<file path="config.mk">
export PLATFORM = sky130hd
export DESIGN_NAME = dice_cgra_dispatcher
export DESIGN_NICKNAME = d
export VERILOG_FILES = /design/src/rtl/dice_cgra_dispatcher.sv
export SDC_FILE = /design/constraint.sdc
export NUM_CORES = 2
export LEC_CHECK = 0
export ABC_AREA = 1
export BUFFER_PORTS_ARGS = -buffer_cell sky130_fd_sc_hd__buf_2
export CELL_PAD_IN_SITES_DETAIL_PLACEMENT = 0
export CELL_PAD_IN_SITES_GLOBAL_PLACEMENT = 2
export CORE_MARGIN = 4
export CORE_UTILIZATION = 32
export CTS_BUF_LIST = sky130_fd_sc_hd__clkbuf_4 sky130_fd_sc_hd__clkbuf_8 sky130_fd_sc_hd__clkbuf_16
export CTS_CLUSTER_DIAMETER = 50
export CTS_CLUSTER_SIZE = 20
export DETAILED_ROUTE_END_ITERATION = 12
export GPL_TIMING_DRIVEN = 0
export PLACE_DENSITY = 0.78
export SYNTH_ARGS = -nofsm -noshare
export SYNTH_HDL_FRONTEND = slang
export SYNTH_SLANG_ARGS = --single-unit
</file>
<file path="constraint.sdc">
create_clock -name clk -period 2.93 [get_ports clk]
set_input_delay 0.293 -clock clk [delete_from_list [all_inputs] [get_ports clk]]
set_output_delay 0.293 -clock clk [all_outputs]
set_load 0.005 [all_outputs]
</file>
<file path="src/rtl/dice_cgra_dispatcher.sv">
// Thread dispatcher: issues one linear tid per cycle with its 3-D coordinates into the CGRA,
// then waits for the pipe to empty, flushes it and reports block completion.
module dice_cgra_dispatcher #(
  parameter int unsigned NUM_TID   = 512,
  parameter int unsigned TID_WIDTH = $clog2(NUM_TID)
) (
  input  logic                 clk,
  input  logic                 rst_n,
  input  logic                 start,
  input  logic [TID_WIDTH-1:0] ntid_x,
  input  logic [TID_WIDTH-1:0] ntid_y,
  input  logic [TID_WIDTH-1:0] ntid_z,
  input  logic [NUM_TID-1:0]   active_mask,
  input  logic                 cgra_done,
  output logic                 busy,
  output logic [TID_WIDTH-1:0] disp_tid,
  output logic                 disp_valid,
  output logic [TID_WIDTH-1:0] tid_x,
  output logic [TID_WIDTH-1:0] tid_y,
  output logic [TID_WIDTH-1:0] tid_z,
  output logic                 clr,
  output logic                 block_done
);

  localparam int unsigned PW = 3 * TID_WIDTH;

  typedef enum logic [1:0] {StIdle, StIssue, StDrain, StFlush} state_e;

  state_e                 state_q, state_d;
  logic [TID_WIDTH-1:0]   lin_q, lin_d;
  logic [TID_WIDTH-1:0]   x_q, x_d;
  logic [TID_WIDTH-1:0]   y_q, y_d;
  logic [TID_WIDTH-1:0]   z_q, z_d;
  logic [TID_WIDTH-1:0]   last_q, last_d;
  logic [TID_WIDTH-1:0]   ntx_q, ntx_d;
  logic [TID_WIDTH-1:0]   nty_q, nty_d;
  logic [NUM_TID-1:0]     mask_q, mask_d;
  logic                   guard_q, guard_d;

  logic [PW-1:0]          prod;
  logic                   prod_zero;
  logic [TID_WIDTH-1:0]   n_last;
  logic                   x_wrap;
  logic                   y_wrap;
  logic                   issuing;

  // Full-width product so oversized blocks clamp instead of wrapping.
  always_comb begin
    prod      = PW'(ntid_x) * PW'(ntid_y) * PW'(ntid_z);
    prod_zero = (prod == '0);
    if (prod > PW'(NUM_TID)) begin
      n_last = TID_WIDTH'(NUM_TID - 1);
    end else begin
      n_last = prod[TID_WIDTH-1:0] - TID_WIDTH'(1);
    end
  end

  assign x_wrap = (x_q == ntx_q - TID_WIDTH'(1));
  assign y_wrap = (y_q == nty_q - TID_WIDTH'(1));

  always_comb begin
    state_d = state_q;
    lin_d   = lin_q;
    x_d     = x_q;
    y_d     = y_q;
    z_d     = z_q;
    last_d  = last_q;
    ntx_d   = ntx_q;
    nty_d   = nty_q;
    mask_d  = mask_q;
    guard_d = guard_q;

    unique case (state_q)
      StIdle: begin
        if (start) begin
          ntx_d   = ntid_x;
          nty_d   = ntid_y;
          mask_d  = active_mask;
          last_d  = n_last;
          lin_d   = '0;
          x_d     = '0;
          y_d     = '0;
          z_d     = '0;
          guard_d = 1'b0;
          state_d = prod_zero ? StFlush : StIssue;
        end
      end
      StIssue: begin
        if (lin_q == last_q) begin
          lin_d   = '0;
          x_d     = '0;
          y_d     = '0;
          z_d     = '0;
          guard_d = 1'b0;
          state_d = StDrain;
        end else begin
          lin_d = lin_q + TID_WIDTH'(1);
          if (x_wrap) begin
            x_d = '0;
            if (y_wrap) begin
              y_d = '0;
              z_d = z_q + TID_WIDTH'(1);
            end else begin
              y_d = y_q + TID_WIDTH'(1);
            end
          end else begin
            x_d = x_q + TID_WIDTH'(1);
          end
        end
      end
      StDrain: begin
        // cgra_done lags the last issue by one register; ignore it for one cycle.
        if (!guard_q) begin
          guard_d = 1'b1;
        end else if (cgra_done) begin
          state_d = StFlush;
        end
      end
      StFlush: begin
        state_d = StIdle;
      end
      default: begin
        state_d = StIdle;
      end
    endcase
  end

  always_ff @(posedge clk or negedge rst_n) begin
    if (!rst_n) begin
      state_q <= StIdle;
      lin_q   <= '0;
      x_q     <= '0;
      y_q     <= '0;
      z_q     <= '0;
      last_q  <= '0;
      ntx_q   <= '0;
      nty_q   <= '0;
      mask_q  <= '0;
      guard_q <= 1'b0;
    end else begin
      state_q <= state_d;
      lin_q   <= lin_d;
      x_q     <= x_d;
      y_q     <= y_d;
      z_q     <= z_d;
      last_q  <= last_d;
      ntx_q   <= ntx_d;
      nty_q   <= nty_d;
      mask_q  <= mask_d;
      guard_q <= guard_d;
    end
  end

  assign issuing    = (state_q == StIssue);
  assign busy       = (state_q != StIdle);
  assign disp_valid = issuing & mask_q[lin_q];
  assign disp_tid   = issuing ? lin_q : '0;
  assign tid_x      = issuing ? x_q : '0;
  assign tid_y      = issuing ? y_q : '0;
  assign tid_z      = issuing ? z_q : '0;
  assign clr        = (state_q == StFlush);
  assign block_done = (state_q == StFlush);

endmodule

</file>
== Word-level counts from Yosys, hierarchy flattened ==
Cells that the tools add are included.
Operators by class
  add/subtract/negate cells: 7
  multipliers: 2
  magnitude comparators: 2
  equality and inequality tests: 12
  multiplexer cells: 30
  bitwise gates (word level): 1
  reductions and logical operators: 11
Operators with widths (count)
  two-way mux 9 bit: 15
  one-hot mux 9 bit (2 select lines): 4
  adder 9 x 1 -> 9 bit (second input constant): 4
  equality test 9 bit: 3
  greater-than comparator 27 x 10 -> 1 bit (second input constant): 1
  zero test 27 bit: 1
  multiplier 18 x 9 -> 27 bit: 1
  subtractor 9 x 1 -> 9 bit (second input constant): 3
  multiplier 9 x 9 -> 18 bit: 1
  < comparator 9 x 10 -> 1 bit (second input constant): 1
  two-way mux 2 bit: 5
  binary-select mux 1 bit (select 9 bit): 1
  one-hot mux 2 bit (4 select lines): 1
  AND reduction 4 bit: 2
  inequality test 2 bit (second input constant): 3
  inequality test 3 x 2 -> 1 bit (second input constant): 2
  AND reduction 3 bit: 2
  equality test 2 bit (second input constant): 2
  AND reduction 2 bit: 2
  nonzero test 2 bit: 2
  two-way mux 1 bit: 3
  one-hot mux 1 bit (3 select lines): 1
  nonzero test 3 bit: 1
  equality test 2 x 1 -> 1 bit (second input constant): 1
  other kinds (3): 3
Word-level totals
  flip-flop bits (word level): 578
  bits of input ports: 543
  logic and storage cells: 75

== Depth between registers and ports, before layout ==
  depth after elaboration: 6
  gate-level depth with buffers: 45
  depth with buffers taken out: 44

== Worst setup path before layout ==
Ideal clock, no wire load.
  path type: input to register
  from: in ntid_x[7]
  to: reg last_q[3]
  setup time: 113 ps
  arrival: 7817 ps
  slack: -5000 ps
  cell stages on the path: 37
  cell sequence: clkbuf_1 -> nand2_1 -> fa_1 -> fa_1 -> fa_1 -> fa_1 -> inv_1 -> ha_1 -> a21o_1 -> a31oi_1 -> o21bai_1 -> nand2_1 -> nor2_1 -> nor2_1 -> xor2_1 -> nor2_1 -> fa_1 -> inv_1 -> fa_1 -> fa_1 -> fa_1 -> inv_1 -> ha_1 -> nand2_1 -> inv_1 -> a21oi_1 -> nor2_1 -> nor2_1 -> nand2_1 -> nand2_1 -> nand2_1 -> nor2_1 -> nand2_1 -> nor2_4 -> nand3_1 -> nand2_1 -> inv_1
On the way
  longest elaborated chain between the ends: 4
RTL lines
  from (decl): RTL line 10  | input logic [TID_WIDTH-1:0] ntid_x,
  multiplier 9 x 9 -> 18 bit: RTL line 49  | prod = PW'(ntid_x) * PW'(ntid_y) * PW'(ntid_z);
  multiplier 18 x 9 -> 27 bit: RTL line 49
  greater-than comparator 27 x 10 -> 1 bit: RTL line 51  | if (prod > PW'(NUM_TID)) begin
  two-way mux 9 bit: RTL line 51
  to (signal assigned): RTL line 146  | last_q <= last_d;
  to (decl): RTL line 34  | logic [TID_WIDTH-1:0] last_q, last_d;
No other way between the ends.
A chain may end at the register's enable or synchronous reset.

== Worst setup path in the final report ==
  from: in ntid_y[0]
  to: reg last_q[5]
On the way
  longest elaborated chain between the ends: 4
RTL lines
  from (decl): RTL line 11  | input logic [TID_WIDTH-1:0] ntid_y,
  multiplier 9 x 9 -> 18 bit (*): RTL line 49
  multiplier 18 x 9 -> 27 bit (*): RTL line 49
  greater-than comparator 27 x 10 -> 1 bit or subtractor 9 x 1 -> 9 bit (tied branches): RTL line 51, 54
  two-way mux 9 bit (*): RTL line 51
Mark *: on every way between the ends. The rest lies on a longest branch, timed or not.

==> summary.log <==
qor: clock_tree.cts_tree built
qor: timing.setup_tns -45.86 ns
qor: die.effective_utilization_at_floorplan 0.322
qor: clock_tree.htree_levels 3
qor: min_path.hold_end state_q[0]$_DFFE_PN0P_
qor: routing.drt_wl_total 194 mm
qor: finish.num-fill-cells 11.7k
qor: routing.drt-initial-drc-count 3858
qor: clock_tree.root_buffer sky130_fd_sc_hd__clkbuf_16
qor: finish.layout.nets 7234
qor: timing.period_needed 7.50 ns
qor: timing.hold_violations 0
qor: run_status.failing_checks setup timing
qor: yosys.ys_async_sr_fraction 1.00
qor: timing.setup_violations 11
qor: timing.whs 0.103 ns
qor: grt.wire_length_of_the_first_global_routing_pass 270 mm
qor: grt.grt_antenna_before_repair 12
qor: job.cap_violations 0
qor: yosys.synth.area.top_cells sky130_fd_sc_hd__dfrtp_1 (39%), sky130_fd_sc_hd__nand2_1 (22%), sky130_fd_sc_hd__fa_1 (8.9%), sky130_fd_sc_hd__nor2_1 (5.8%), sky130_fd_sc_hd__inv_1 (5.5%)
qor: die.die_area 120000 sq um
qor: finish.finish.utilization 0.472
qor: setup_path.worst_setup_path_start_kind primary input
qor: yosys.synth_top_area_share 0.393
qor: yosys.synth_seq_cells 578
qor: clock_tree.cts_made_buffers 93
qor: routing.viasPerCell 4.98
qor: setup_path.worstPathArrival 8.03 ns
qor: run_status.status complete, but fails checks
qor: timing.drv_slew 0
qor: setup_path.timing.critical_path.to_type register
qor: die.rows 124
qor: setup_path.crit-reg2reg-capture mask_q[374]$_DFFE_PN0P_
qor: min_path.hold_path_startpoint cgra_done
qor: yosys.synth.mux.area_fraction 0
qor: timing.grt_setup_unrepaired yes
qor: yosys.synth_top_family_by_area simple AND/OR/NAND/NOR gates
qor: yosys.ys_seq_area_frac 0.393
qor: placement.placement.cell_area 42300 sq um
qor: die.die_y 347 um
qor: yosys.synth-xor-area-share 0.0153
qor: yosys.yosysWarningCount 0
qor: setup_path.crit-reg2reg-launch state_q[0]$_DFFE_PN0P_
qor: routing.ant_nets 0
qor: setup_path.reg2reg_depth 8
qor: grt.grt_remaining_overflow 0
qor: min_path.hp-class in2reg
qor: timing.max_freq 133 MHz
qor: timing.fin_skew 0.0399 ns
qor: die.core_area 114000 sq um
qor: yosys.synth_area 36800 sq um
qor: grt.largest_net_degree_at_the_start_of_global_routing 115
qor: setup_path.critical-path-slowest-cell sky130_fd_sc_hd__fa_2
qor: yosys.syn-mean-instance-area 7.11 sq um
qor: timing.post-route-period-util 2.56
qor: yosys.count_of_different_cell_masters_after_synthesis 47
qor: routing.routed-via-count 40.0k
qor: setup_path.criticalPathCategory in2reg
qor: clock_tree.worst_path_clk_slew 0.06 ns
qor: placement.numPortBuffers 561
qor: clock_tree.cts.path.max_buffers 3
qor: yosys.syn-num-nets 5975
qor: setup_path.timing.critical_path.slowest_cell_delay 0.58 ns
qor: die.io-pin-count 583
qor: min_path.worst_hold_path.num_cells 5
qor: yosys.ys.flop_type sky130_fd_sc_hd__dfrtp_1
qor: yosys.synth_simple_gate_area_share 0.321
qor: clock_tree.clock_insertion_delay_worst_skew 0.71 ns
qor: finish.flow.area_growth_from_synthesis 46.6%
qor: timing.fin_ws -4.57 ns
qor: setup_path.crit_path_max_fanout 10
qor: setup_path.r2r_setup_slack 0.08 ns
qor: finish.layout-drive-gt1-share 0.188
qor: routing.remaining_drc_errors 0
qor: placement.dpl.hpwl 140 mm
qor: setup_path.worst_ep_required_time 3.46 ns
qor: grt.vias_in_the_first_global_route 39.4k
qor: yosys.synth-edff-count 0
qor: clock_tree.clock_sinks 578
qor: yosys.synth_compound_gate_area_share 0.0638
qor: routing.wl_per_cell 24.1 um
qor: routing.drt_first_pass_iters 7
qor: grt.grt_usage 0.307
qor: yosys.post_synth_fa_ha_maj_area_fraction 0.121
qor: yosys.synth_top_cell_by_area sky130_fd_sc_hd__dfrtp_1
qor: placement.gp_congestion 0.919
qor: die.dieWidth 347 um
qor: yosys.post_synth_inst_count 5173
qor: finish.finish.instance_area 53900 sq um
qor: timing.tightestPinTransition 1.23 ns
qor: timing.max-slew-margin-rel 0.183
area by class of cell:
cell class	count	area [sq um]	share of cell area
Timing Repair inverter	1	11.3	0.000209
Buffer	268	2530	0.0470
Timing Repair Buffer	1164	9180	0.170
Tap cell	1512	1890	0.0351
Inverter	549	2100	0.0389
Clock inverter	62	832	0.0154
Antenna cell	8	20.0	0.000371
Multi-Input combinational cell	3777	20400	0.378
Clock buffer	108	2500	0.0463
Sequential cell	578	14500	0.268
Yosys cell counts, types with 2 or more instances:
cell type	instances
sky130_fd_sc_hd__nand2_1	2180
sky130_fd_sc_hd__nor2_1	564
sky130_fd_sc_hd__nand3_1	200
sky130_fd_sc_hd__o22ai_1	17
sky130_fd_sc_hd__o21a_1	2
sky130_fd_sc_hd__nor2_4	2
sky130_fd_sc_hd__nand2_2	2
sky130_fd_sc_hd__nor3_1	16
sky130_fd_sc_hd__clkbuf_1	211
sky130_fd_sc_hd__xnor2_1	18
sky130_fd_sc_hd__o21bai_1	5
sky130_fd_sc_hd__nand3b_1	5
sky130_fd_sc_hd__inv_1	535
sky130_fd_sc_hd__buf_1	3
sky130_fd_sc_hd__xor2_1	41
sky130_fd_sc_hd__inv_2	7
sky130_fd_sc_hd__or2_2	16
sky130_fd_sc_hd__a21oi_1	62
sky130_fd_sc_hd__o211ai_1	33
sky130_fd_sc_hd__a21boi_0	2
sky130_fd_sc_hd__nor3b_1	2
sky130_fd_sc_hd__dfrtp_1	578
sky130_fd_sc_hd__buf_2	53
sky130_fd_sc_hd__buf_6	2
sky130_fd_sc_hd__ha_1	96
sky130_fd_sc_hd__fa_1	163
sky130_fd_sc_hd__o21ai_2	6
sky130_fd_sc_hd__and2_1	4
sky130_fd_sc_hd__clkinv_1	7
sky130_fd_sc_hd__nand4_1	26
sky130_fd_sc_hd__xnor3_1	2
sky130_fd_sc_hd__o21ai_0	297
sky130_fd_sc_hd__nor2_2	2
placed cells by master (no fill, tap or decap), types with 20 or more instances in the layout:
cell type / count
sky130_fd_sc_hd__nand2_4: 24
sky130_fd_sc_hd__clkbuf_8: 37
sky130_fd_sc_hd__buf_4: 49
sky130_fd_sc_hd__o211ai_1: 33
sky130_fd_sc_hd__clkbuf_16: 125
sky130_fd_sc_hd__nor2_2: 21
sky130_fd_sc_hd__nand4_1: 26
sky130_fd_sc_hd__clkbuf_2: 28
sky130_fd_sc_hd__xor2_1: 35
sky130_fd_sc_hd__nor2_1: 534
sky130_fd_sc_hd__buf_2: 565
sky130_fd_sc_hd__ha_1: 77
sky130_fd_sc_hd__o21ai_0: 255
sky130_fd_sc_hd__nand3_2: 29
sky130_fd_sc_hd__fa_1: 158
sky130_fd_sc_hd__nand3_1: 167
sky130_fd_sc_hd__inv_2: 20
sky130_fd_sc_hd__clkbuf_1: 112
sky130_fd_sc_hd__nand2_2: 45
sky130_fd_sc_hd__dfrtp_1: 577
sky130_fd_sc_hd__dlygate4sd3_1: 530
sky130_fd_sc_hd__nand2_1: 2114
sky130_fd_sc_hd__a21oi_1: 42
sky130_fd_sc_hd__buf_12: 26
sky130_fd_sc_hd__inv_1: 519
sky130_fd_sc_hd__o21ai_1: 28
sky130_fd_sc_hd__buf_6: 20
sky130_fd_sc_hd__clkbuf_4: 22
how the worst max path moves through the flow:
stage,depth (start not counted),end,startpoint,slack (ns)
final,40,last_q[5]$_DFFE_PN0P_,ntid_y[0],-4.57
after global routing,40,last_q[1]$_DFFE_PN0P_,ntid_y[0],-4.91
after CTS,37,last_q[8]$_DFFE_PN0P_,ntid_y[0],-4.46
after detailed placement,33,state_q[1]$_DFFE_PN0P_,ntid_x[0],-5.87
after global placement,1,mask_q[475]$_DFFE_PN0P_,rst_n,-11.61
after floorplan,37,last_q[1]$_DFFE_PN0P_,ntid_y[2],-4.39
worst max-delay path: cells and delay by family:
family	cells	cell delay, ns
AND/OR/NAND/NOR	15	1.40
AO/OA/AOI/OAI	3	0.51
adder cells (fa/ha/maj)	10	4.63
XOR/XNOR	1	0.11
buffers and inverters	11	1.08
sequential cells by signal, summed over array words and instances, names as in the netlist:
signal   cells
x_q          9
mask_q     512
guard_q      1
state_q      2
last_q       9
z_q          9
y_q          9
ntx_q        9
nty_q        9
lin_q        9
metrics by stage:
| stage | setup WS, ns | std cells |
|---|---|---|
| after global placement | -11.61 | 7246 |
| after detailed placement | -5.87 | 7252 |
| final | -4.57 | 8027 |
| after CTS | -4.46 | 7991 |
| after global routing | -4.91 | 8020 |
| after floorplan | -4.39 | 5173 |
cell families after synthesis:
logic type	count (synthesis)
and+or+nand+nor	3023
buffers and inverters	819
DFF	578
AOI/OAI and AO/OA	433
adders and majority gates	259
xor gates and xnor gates	61
per-layer routing:
metal	part of all wire	global-route usage	wire length [um]
met5	0.00011	0	22
met4	0.041	0.113	7990
met3	0.095	0.0714	18400
met2	0.44	0.473	84700
met1	0.43	0.421	82400
what timing repair did:
action	in CTS	in global routing
buffers inserted	36	10
endpoints found under the hold margin	620	1
pin swaps	48	65
gates cloned	6	17
setup endpoints to repair	536	41
hold buffers	529	1
resized for setup	442	185
Power is not shown: default switching activity piles up to over one toggle a cycle in this logic, so the estimate is an artifact.
